===== config.mk =====
export PLATFORM = sky130hd
export DESIGN_NAME = accumulate_host
export DESIGN_NICKNAME = d
export VERILOG_FILES = /design/src/rtl/accumulate_host.sv
export SDC_FILE = /design/constraint.sdc
export NUM_CORES = 1
export LEC_CHECK = 0
export ABC_AREA = 1
export ABC_CLOCK_PERIOD_IN_PS = 3500
export CORE_ASPECT_RATIO = 1.1
export CORE_MARGIN = 3
export CORE_UTILIZATION = 36
export CTS_CLUSTER_SIZE = 16
export DETAILED_ROUTE_END_ITERATION = 10
export PLACE_DENSITY = 0.78
export SYNTH_ARGS = -nofsm -noshare
export SYNTH_HDL_FRONTEND = slang
export SYNTH_SLANG_ARGS = --single-unit

===== constraint.sdc =====
create_clock -name clk -period 3.5 [get_ports clk]
set_input_delay 0.875 -clock clk [delete_from_list [all_inputs] [get_ports clk]]
set_output_delay 0.875 -clock clk [all_outputs]
set_load 0.01 [all_outputs]

===== src/rtl/accumulate_host.sv =====
// accumulate_host: host-side sequencer for the accumulate kernel.
// A job is handled in four steps. First it latches the init values from a
// command. It then streams DEPTH words into the kernel array, releases
// arbitration for one START cycle, and runs the kernel. When the kernel
// finishes, the result is reported with a one-cycle done pulse.
module accumulate_host #(
    parameter int DEPTH = 1000,
    parameter int AW    = 10
) (
    input  logic                 clk,
    input  logic                 rst,
    // job command
    input  logic                 cmd_valid,
    input  logic [AW-1:0]        cmd_i,
    input  logic signed [63:0]   cmd_acc,
    // load stream
    input  logic                 s_valid,
    output logic                 s_ready,
    input  logic signed [63:0]   s_data,
    // status / result
    output logic                 busy,
    output logic                 done,
    output logic                 result_o,
    // kernel control
    output logic                 k_r_enable,
    output logic [AW-1:0]        k_init_i,
    output logic signed [63:0]   k_init_acc,
    output logic                 k_controlArr,
    output logic                 k_we,
    output logic [AW-1:0]        k_addr,
    output logic signed [63:0]   k_wdata,
    input  logic                 k_w_enable,
    input  logic                 k_result
);

    typedef enum logic [1:0] {
        IDLE  = 2'd0,
        LOAD  = 2'd1,
        START = 2'd2,
        RUN   = 2'd3
    } state_t;

    // Address of the final word of a load; reaching it ends the load phase.
    localparam logic [AW-1:0] LAST_ADDR = AW'(DEPTH - 1);

    state_t                state_reg;
    logic [AW-1:0]         cnt_reg;
    logic [AW-1:0]         init_i_reg;
    logic signed [63:0]    init_acc_reg;
    logic                  result_reg;
    logic                  done_reg;
    logic                  load_hs;

    // A word is consumed only while loading; s_ready is a pure state decode.
    assign load_hs = s_valid && (state_reg == LOAD);

    // Job sequencing, address counter, latched init values and result capture.
    always_ff @(posedge clk or posedge rst) begin
        if (rst) begin
            state_reg    <= IDLE;
            cnt_reg      <= '0;
            init_i_reg   <= '0;
            init_acc_reg <= '0;
            result_reg   <= 1'b0;
            done_reg     <= 1'b0;
        end else begin
            done_reg <= 1'b0;
            case (state_reg)
                IDLE: begin
                    if (cmd_valid) begin
                        init_i_reg   <= cmd_i;
                        init_acc_reg <= cmd_acc;
                        cnt_reg      <= '0;
                        state_reg    <= LOAD;
                    end
                end
                LOAD: begin
                    if (load_hs) begin
                        if (cnt_reg == LAST_ADDR) begin
                            // Park the counter at 0 so k_addr idles at 0.
                            cnt_reg   <= '0;
                            state_reg <= START;
                        end else begin
                            cnt_reg <= cnt_reg + 1'b1;
                        end
                    end
                end
                START: begin
                    // One cycle with arbitration released so the kernel
                    // samples the latched init values before it runs.
                    state_reg <= RUN;
                end
                RUN: begin
                    if (k_w_enable) begin
                        result_reg <= k_result;
                        done_reg   <= 1'b1;
                        state_reg  <= IDLE;
                    end
                end
                default: state_reg <= IDLE;
            endcase
        end
    end

    // Status outputs decode from registered state only.
    assign s_ready  = (state_reg == LOAD);
    assign busy     = (state_reg != IDLE);
    assign done     = done_reg;
    assign result_o = result_reg;

    // Kernel control: r_enable parks the kernel in every state except RUN.
    assign k_r_enable   = (state_reg != RUN);
    assign k_controlArr = (state_reg == LOAD);
    assign k_init_i     = init_i_reg;
    assign k_init_acc   = init_acc_reg;

    // Array write path is combinational from the handshake, so the kernel
    // memory captures the word on the same edge that consumes it.
    assign k_we    = load_hs;
    assign k_addr  = cnt_reg;
    assign k_wdata = load_hs ? s_data : 64'sd0;

endmodule

==> summary.md <==
| Metric | Value |
|---|---|
| Status | `complete, no violations` |
| Yosys top cell area share | `49.5%` |
| Cell area after synthesis | `0.00445 mm2` |
| CP Data Required Time | `~2600 ps` |
| Overflow left after global routing | `0` |
| Placer Congestion | `0.942` |
| Main synth FF type | `dfrtp_1` |
| Async S/R FF share, synth | `between 90% and 100%` |
| Endpoints failing setup | `0` |
| Die Wd | `112 um` |
| Cts repair resizes | `0` |
| Post-detailed-placement half-perimeter wirelength | `11300 um` |
| Final Max Slew Viols | `0` |
| Final worst-path cycle share | `93.7%` |
| Total negative slack | `0 ps` |
| Int Power | `just over 4000 uW` |
| Worst skew pair latency | `340 ps` |
| Antenna-violating nets left | `0` |
| Top cells by area, synth | `dfrtp_1 (50%), mux2_4 (20%), inv_1 (7.3%)` |
| Starting density of the core | `a little under two fifths` |
| CP Launch Type | `input pin` |
| Antenna violations before repair | `0` |
| Clk pwr share | `17.3%` |
| Clock root cell | `clkbuf_16` |
| Chip height | `123 um` |
| Pwr Total | `5920 uW` |
| CORE AREA | `0.0117 mm2` |
| Worst slew pin tran | `703 ps` |
| 1st-iter DRT viols | `176` |
| Final net count | `~900` |
| CTS Buf Count | `9` |
| Max VDD drop | `0.475 mV` |
| Yosys top cell by area | `dfrtp_1` |
| Detail-routed via count per cell | `roughly 4.5` |
| Port buffer count | `about 300` |
| Hold Fails Final Rpt | `0` |
| Post-synth EDFFs | `0` |
| Most numerous cell in the Yosys netlist | `dfrtp_1` |
| Worst Setup End Kind | `output port` |
| H-tree Lvls | `3` |
| # hold bufs at CTS | `0` |
| Routed via count | `4011` |
| Synthesis Warnings | `0` |
| Largest net degree at the start of global routing | `66` |
| DRT Pass-1 Iters | `4` |
| Max FFs per register | `64` |
| Fmax | `305 MHz` |
| Sequential share of power | `30.3%` |
| Cell area after placement | `around 0.0076 mm2` |
| Clock slew at reported path FFs | `approximately 60 ps` |
| Total track usage | `20.1%` |
| Register area share after synthesis | `49.5%` |
| Setup Fix Bufs, Post-CTS | `0` |
| Vias in the first global route | `roughly 4000` |
| Max-Cap Viols | `0` |
| Util after Layout | `67.1%` |
| Final min period | `~3300 ps` |
| Synth cell types | `21` |
| Fraction of layout cells with a size suffix above 1 | `13.9%` |
| RSZ-0062 raised after global routing | `no` |
| Crit Path Max Fanout | `65` |
| Power Density | `roughly 750 mW/mm2` |
| Commonest cells in the netlist | `dfrtp_1 (88), inv_1 (87), nor2_1 (79), mux2_4 (60), nand2_1 (52)` |
| Post-synthesis cell count | `430` |
| Net Sw Power | `1880 uW` |
| Syn_nets | `580` |
| Worst Skew | `~8.7 ps` |
| Post-route cell area | `0.00788 mm2` |
| Yosys reg bits | `88` |
| Die area | `0.0137 mm2` |
| CTS tree | `done` |
| Ports | `between 200 and 300` |
| Synth-to-Final Area Change | `77.3%` |
| Switching Share | `31.7%` |
| Row Count | `roughly 40` |
| Final WL | `14200 um` |
| Avg WL per Cell | `16.1 um` |
| Setup CP Type | `in -> out` |
| CP arrival | `around 2400 ps` |
| Residual DRC | `0` |
| Antenna cells | `0` |
| Worst hold path type | `reg -> reg` |
| Slew HR | `between 50% and 60%` |
| Syn avg cell area | `between 10 and 15 um2` |
| Clk buf depth | `2` |
| Logic gate share of total power | `52.4%` |
| First-pass GRT wire length | `21600 um` |
| Leak | `0.00378 uW` |
| Clock sinks | `88` |
[cells by family (layout without fill, tap and decap cells)]
| kind of cell | count (synthesis) | count (layout) | share of synthesized area (%) |
|---|---|---|---|
| simple gates | 150 | 150 | 13.5 |
| mux | 74 | 74 | 23.8 |
| compound gates | 6 | 6 | 0.675 |
| fa+ha+maj | 6 | 6 | 1.69 |
| flops | 88 | 88 | 49.5 |
| buf+inv | 106 | 408 | 10.8 |
[power groups by stage]
| stage | Sequential (uW) | Combinational, uW | Clock [uW] |
|---|---|---|---|
| after floorplan | 1970 | 1360 | 0 |
| after global placement | 1780 | 3060 | 0 |
| after detailed placement | 1780 | 3130 | 0 |
| after CTS | 1790 | 3140 | 1050 |
| after global routing | 1860 | 3300 | 1090 |
| final | 1790 | 3100 | 1030 |
[per-layer routing]
| layer | part of all wire (%) | track usage, % |
|---|---|---|
| met1 | 35 | 21.0 |
| met2 | 52 | 37.0 |
| met3 | 11 | 7.84 |
| met4 | 2.4 | 6.99 |
| met5 | 0 | 0 |
[final timing paths]
check                      slack, ps        endpoint    startpoint  depth (start not counted)
max in group asynchronous       1850     k_init_i[5]           rst                          3
max                              220     k_wdata[12]       s_valid                          5
min                              490        result_o      result_o                          2
min reg2reg                      490        result_o      result_o                          2
min in group asynchronous        950     k_init_i[8]           rst                          2
max reg2reg                     1550  k_init_acc[38]  state_reg[0]                          5
[metrics by stage]
stage | hold WS (ps) | worst slack (ps) | std cells
after floorplan | 490 | 346 | 430
after global placement | 468 | 205 | 866
after detailed placement | 484 | 185 | 866
after CTS | 501 | 185 | 882
after global routing | 524 | 144 | 882
final | 487 | 222 | 882
[layout by cell type (no fill, tap or decap), types with 5 or more instances in the layout]
master           count
clkdlybuf4s50_1    298
ha_1                 6
nand3_1             11
dfrtp_1             88
inv_1               86
nor2_1              79
mux2_4              60
clkbuf_16            9
o21ai_0              5
mux2_2              14
nand2_1             50
[cell type report]
class	count	area [um2]
Tap cell	150	188
Fill cell	900	3870
Timing Repair Buffer	304	3070
Clock buffer	10	229
Clock inverter	6	90.1
Inverter	88	332
Multi-Input combinational cell	236	1780
Sequential cell	88	2200
[worst max-delay path, cell delays in order]
cell             delay, ps
clkdlybuf4s50_1        500
nand2_2                 80
buf_12                 190
nor2_1                 180
clkdlybuf4s50_1        560
(Power assumes the default switching activity.)
